**src/rtl/instruction_fetch.sv**
```systemverilog
// Instruction-fetch stage: PC register, instruction-ROM address drive and the
// IF/ID pipeline register. Next-PC sources by priority: interrupt, taken
// branch (EX), load-use stall, jump (ID), sequential PC+4.
// Optional feature: define FETCH_IRQ_EN to enable interrupt entry and EPC capture.
module instruction_fetch #(
  parameter logic [31:0] RESET_PC   = 32'h0000_0000,
  parameter int unsigned ADDR_W     = 9,
  parameter logic [31:0] IRQ_VECTOR = 32'h8000_0004
) (
  input  logic              i_clk,
  input  logic              i_rst_n,
  input  logic              i_stall,
  input  logic              i_jump,
  input  logic [31:0]       i_jump_target,
  input  logic              i_branch_taken,
  input  logic [31:0]       i_branch_target,
  input  logic              i_irq,
  output logic [ADDR_W-1:0] o_imem_address,
  input  logic [31:0]       i_imem_instruction,
  output logic [31:0]       o_pc,
  output logic [31:0]       o_ifid_instruction,
  output logic [31:0]       o_ifid_pc_plus4,
  output logic              o_ifid_valid,
  output logic [31:0]       o_epc
);

  logic [31:0] pc_q, pc_d;
  logic [31:0] instr_q, instr_d;
  logic [31:0] pp4_q, pp4_d;
  logic        valid_q, valid_d;
  logic [31:0] epc_q, epc_d;

  logic [31:0] pc_plus4;
  logic [31:0] jump_tgt;
  logic [31:0] branch_tgt;
  logic [31:0] norm_pc;
  logic        irq_take;
  logic        unused_bits;

  assign pc_plus4   = pc_q + 32'd4;
  assign jump_tgt   = {i_jump_target[31:2], 2'b00};
  assign branch_tgt = {i_branch_target[31:2], 2'b00};

`ifdef FETCH_IRQ_EN
  // Interrupt only from user mode and never while the pipeline is stalled.
  assign irq_take    = i_irq & ~pc_q[31] & ~i_stall;
  assign unused_bits = ^{i_jump_target[1:0], i_branch_target[1:0]};
`else
  assign irq_take    = 1'b0;
  assign unused_bits = ^{i_jump_target[1:0], i_branch_target[1:0], i_irq};
`endif

  // Non-interrupt next PC; also the return address captured on interrupt entry.
  always_comb begin
    norm_pc = pc_plus4;
    if (i_branch_taken)  norm_pc = branch_tgt;
    else if (i_stall)    norm_pc = pc_q;
    else if (i_jump)     norm_pc = jump_tgt;
  end

  // Next-state selection for PC, IF/ID and EPC.
  always_comb begin
    pc_d    = norm_pc;
    instr_d = instr_q;
    pp4_d   = pp4_q;
    valid_d = valid_q;
    epc_d   = epc_q;
    if (irq_take) begin
      pc_d  = IRQ_VECTOR;
      epc_d = norm_pc;
    end
    if (i_branch_taken || irq_take || (!i_stall && i_jump)) begin
      instr_d = '0;
      pp4_d   = '0;
      valid_d = 1'b0;
    end else if (!i_stall) begin
      instr_d = i_imem_instruction;
      pp4_d   = pc_plus4;
      valid_d = 1'b1;
    end
  end

  // State registers with asynchronous active-low reset.
  always_ff @(posedge i_clk or negedge i_rst_n) begin
    if (!i_rst_n) begin
      pc_q    <= RESET_PC;
      instr_q <= '0;
      pp4_q   <= '0;
      valid_q <= 1'b0;
      epc_q   <= '0;
    end else begin
      pc_q    <= pc_d;
      instr_q <= instr_d;
      pp4_q   <= pp4_d;
      valid_q <= valid_d;
      epc_q   <= epc_d;
    end
  end

  assign o_imem_address     = pc_q[ADDR_W+1:2];
  assign o_pc               = pc_q;
  assign o_ifid_instruction = instr_q;
  assign o_ifid_pc_plus4    = pp4_q;
  assign o_ifid_valid       = valid_q;
`ifdef FETCH_IRQ_EN
  assign o_epc              = epc_q;
`else
  assign o_epc              = '0;
`endif

endmodule

```
**config.mk**
```make
export PLATFORM = sky130hd
export DESIGN_NAME = instruction_fetch
export DESIGN_NICKNAME = d
export VERILOG_FILES = /design/src/rtl/instruction_fetch.sv
export SDC_FILE = /design/constraint.sdc
export NUM_CORES = 1
export LEC_CHECK = 0
export CORE_MARGIN = 2
export CORE_UTILIZATION = 38
export CTS_CLUSTER_SIZE = 10
export DETAILED_ROUTE_END_ITERATION = 16
export GPL_ROUTABILITY_DRIVEN = 0
export GPL_TIMING_DRIVEN = 0
export PLACE_DENSITY_LB_ADDON = 0.3
export SYNTH_ARGS = -nofsm -noshare
export SYNTH_HDL_FRONTEND = slang
export SYNTH_SLANG_ARGS = --single-unit
```
**constraint.sdc**
```tcl
create_clock -name i_clk -period 2.4 [get_ports i_clk]
set_clock_uncertainty 0.2 [all_clocks]
set_input_delay 0.24 -clock i_clk [delete_from_list [all_inputs] [get_ports i_clk]]
set_output_delay 0.24 -clock i_clk [all_outputs]
set_load 0.02 [all_outputs]
```
==> impl.org <==
** Clock tree
- Insertion delay of the later-clocked pin in the worst-skew pair :: between 300 and 400 ps
- Number of buffers created by CTS :: 9
- Count of H-tree levels built during CTS :: 3
- Post-CTS timing repair inserted 0 buffers for setup.
- The cell sitting at the root of the clock tree is a clkbuf_16.
- After clock tree synthesis, the clock-pin slew on the worst setup and hold paths is approximately 70 ps.
- The tree built by TritonCTS fans out to 93 sinks.
- The longest clock path from root to sink contains 2 buffers.
- TritonCTS built the clock tree.

** Setup path
- Required time at the worst-slack endpoint :: ~2500 ps
- Measured in cells, the most critical reg-to-reg path has a length of 4.
- The cell that appears most often on the critical path is or4_1.
- List of cells traversed by the critical path :: nand4_1 -> or4_1 -> or4_1 -> nand3_1
- Data on the critical path arrives at its endpoint at 2390 ps.
- In this design, the stage delay of the slowest critical-path cell is roughly 630 ps.
- Classification of the worst setup path :: reg -> reg
- The worst setup path is launched from a flop.
- The worst register-to-register path has a setup slack of 90 ps.
- In this run the critical register-to-register path is launched from o_pc[10].
- Critical path capture point type :: flop
- Critical Path Start :: o_pc[10]
- Endpoint of the worst register-to-register path :: o_ifid_pc_plus4[22]
- Highest net fanout along the worst path :: 8
- Max stage delay cell, worst path :: or4_1

** Routing
- Across all layers, the routed design uses a little over 5000 vias.
- After detailed routing, the number of remaining DRC violations is 0.
- Overall routed net length :: approximately 17000 um
- The first detailed-routing pass took 5 iterations.
- Initial detailed-routing violation count :: ~360
- Number of nets with antenna violations after detailed routing :: 0
- In the routed layout, each cell is associated on average with a via count of around 5.3.
- After detailed routing, the average wire length per cell comes to ~18 um.

** Synth
- Area fraction of the dominant cell type after synthesis :: around 46%
- Post-synthesis share of cell area spent on xor and xnor gates :: ~1.2%
- During synthesis, Yosys emitted a total of 0 warnings.
- Summing the areas of all and, or, nand and nor instances in the mapped netlist gives between 20% and 30% of the synthesized area.
- Post-synthesis cell type with the largest combined area :: dfrtp_1
- After technology mapping, the gate count stands at 549.
- After synthesis, the cell types taking the most area are dfrtp_1, buf_4, nand2_1.
- Top flip-flop cell by instance count after synthesis :: dfrtp_1
- Post-synthesis area per instance :: between 9 and 10 um2
- Cell area after technology mapping :: 0.00506 mm2
- Yosys mapped a number of flops with a built-in enable equal to 0.
- By area, the combinational part of the netlist is dominated by simple AND/OR/NAND/NOR gates.
- Synthesis inferred slightly above 90 register bits.
- Sequential cells were found to cover a little under half of the synthesized design area.
- Yosys mapped the design onto between 50 and 60 distinct sky130hd cell types.
- Fraction of registers with async set/reset :: 100%
- Compound-gate portion of the synthesized area :: between 10% and 20%
- After synthesis, the share of cell area in mux cells is 0.841%.
- The synthesized netlist devotes less than 1% of its cell area to adder and majority cells.

** Layout
- FF/Latch Area :: between 0.002 and 0.0025 mm2
- The finished cells cover about 0.0077 mm2.
- Antenna diodes :: 0
- Leaving out fill and tap cells, the most frequent cell in the layout is clkdlybuf4s50_1.
- Cells with a size suffix above 1 make up 11.5% of the layout.
- Area Overhead vs Synth :: 52.7%
- The top cell types in the final layout, fill and taps aside, are clkdlybuf4s50_1, dfrtp_1, nand2_1.
- The multi-input combinational cells in the finished layout cover a total of 0.00232 mm2.
- Fill cells in the final layout number 1178.
- Layout net count :: about 900

** Worst hold path
- The min-delay analysis places its worst path in the category in -> async.

** Global routing
- GR Overflow Total :: 0
- The number of antenna violations at the first check in global routing came to 0.
- Met3 Resource Use GR :: 6.13%
- The number of global-route vias before repair was just under 5000.
- The global routing stage identified its most utilized layer as met2.
- Global routing used 38.9% of the available met2 tracks.
- Entering global routing, the biggest net connects a little over 50 pins.
- Global routing used a little under a quarter of the available tracks across all layers.
- Global routing used 31.0% of the available met1 tracks.
- The first global-routing pass estimated around 27000 um of wire.

** STA
- Max Freq :: about 430 MHz
- The hold violation total from the final report is 0.
- Setup violation total in the final timing report :: 0
- Worst slew margin :: about half
- Max Transition Viols Final :: 0
- Final setup slack of the worst path :: 87.1 ps
- After layout, the worst path uses 96.4% of the clock period.
- At the pin with the least slew margin, the transition time is between 700 and 800 ps.
- After layout, the minimum clock period comes to between 2000 and 2500 ps.
- Setup repair after global routing missed its margin :: false
- Setup total negative slack on the finished layout was measured at 0 ps.

** Power
- The worst-case IR drop observed on VDD is 0.000386 V.
- Power density over the cells :: 554 mW/mm2
- Leakage :: around 3.4 nW

** Floorplanning
- Horizontal die dimension :: ~120 um
- Y dimension of the die :: 119 um
- Area enclosed by the die boundary :: between 0.01 and 0.015 mm2
- The core region is around 0.013 mm2.
- I/O pin total :: 240
- Effective utilization at floorplan :: about two fifths
- Count of standard-cell rows :: between 40 and 50

** Placed design
- Post-detail-place hpwl :: around 13000 um
- Port-buffer cells :: slightly below 200
- Cell area reported after detailed placement :: ~0.0074 mm2
- Post-placement setup slack :: -475 ps

** Run
- Max-cap violations in this run came to 0.

** Outcome
- The run finished with clean final reports.
==> layer usage <==
metal	vias to the layer above	part of all wire [%]	wire (um)
li1	2390	-	-
met4	0	1.8	310
met3	26	9.2	1580
met5	-	0	0
met1	2420	42	7250
met2	301	47	8000
==> synth_stat cells (all sizes together) (4+ instances only) <==
| cell | instances |
|---|---|
| nand4 | 13 |
| or4 | 6 |
| nand3 | 44 |
| nand2 | 85 |
| o21ai | 14 |
| clkbuf | 34 |
| a21oi | 48 |
| nor4 | 5 |
| xnor2 | 6 |
| buf | 52 |
| a22o | 36 |
| nand3b | 18 |
| a31o | 6 |
| dfrtp | 93 |
| nor2 | 27 |
| nor3 | 9 |
| o211ai | 6 |
| and3 | 5 |
| inv | 4 |
==> worst max path at each step <==
stage / endpoint / slack, ps / cells past startpoint
5_1_grt: o_ifid_pc_plus4[20] / 30 / 5
3_5_place_dp: o_ifid_pc_plus4[10] / -470 / 7
2_1_floorplan: o_ifid_pc_plus4[20] / 10 / 5
3_3_place_gp: o_ifid_pc_plus4[23] / -2420 / 1
6_report: o_ifid_pc_plus4[22] / 90 / 4
4_1_cts: o_pc[31] / 30 / 5
==> what timing repair did <==
item,4_1_cts,5_1_grt
setup endpoints to repair,32,23
hold buffers,1,0
endpoints found under the hold margin,43,0
resized for setup,5,5
==> sequential cells by signal, summed over array words and instances (netlist names) <==
register	flops
o_ifid_instruction	32
o_ifid_pc_plus4	30
o_ifid_valid	1
o_pc	30
==> report_power, final <==
| part | leakage, nW | internal, mW | switching, mW |
|---|---|---|---|
| Clock | 0.134 | 0.812 | 0.591 |
| Combinational | 2.04 | 0.538 | 0.557 |
| Sequential | 1.22 | 1.66 | 0.120 |
| Total | 3.39 | 3.01 | 1.27 |
==> layout make-up <==
type                    count  area share (%)
flip-flops and latches     93            30.2
multi-input cells         400            30.1
repair buffers            198            25.9
plain buffers              87            7.18
clock buffers              13            3.11
well taps                 176            2.85
clock inverters             3           0.599
inverters                   4           0.194
==> worst max-delay path, delay by kind of cell (launching register included) <==
kind	cells	cell delay (ps)
flops	1	510
simple gates	4	1550
==> kinds of logic after synthesis <==
logic type,Yosys count
AO/OA/AOI/OAI,131
XOR/XNOR,7
adder cells (fa/ha/maj),1
buffers and inverters,91
flip-flops,93
multiplexers,4
other,1
AND/OR/NAND/NOR,221
==> per-stage QoR <==
stage               hold slack (ps)  std cells  util (%)  power, mW
floorplan                      -256        584         -       2.34
global placement                263        956      56.1       2.86
detailed placement             66.7        957      56.3       2.89
CTS                             251        974      58.8       4.30
global route                    280        974      58.8       4.45
finish                          239        974      58.8       4.28
No activity file was read; power rests on OpenSTA's default activity.
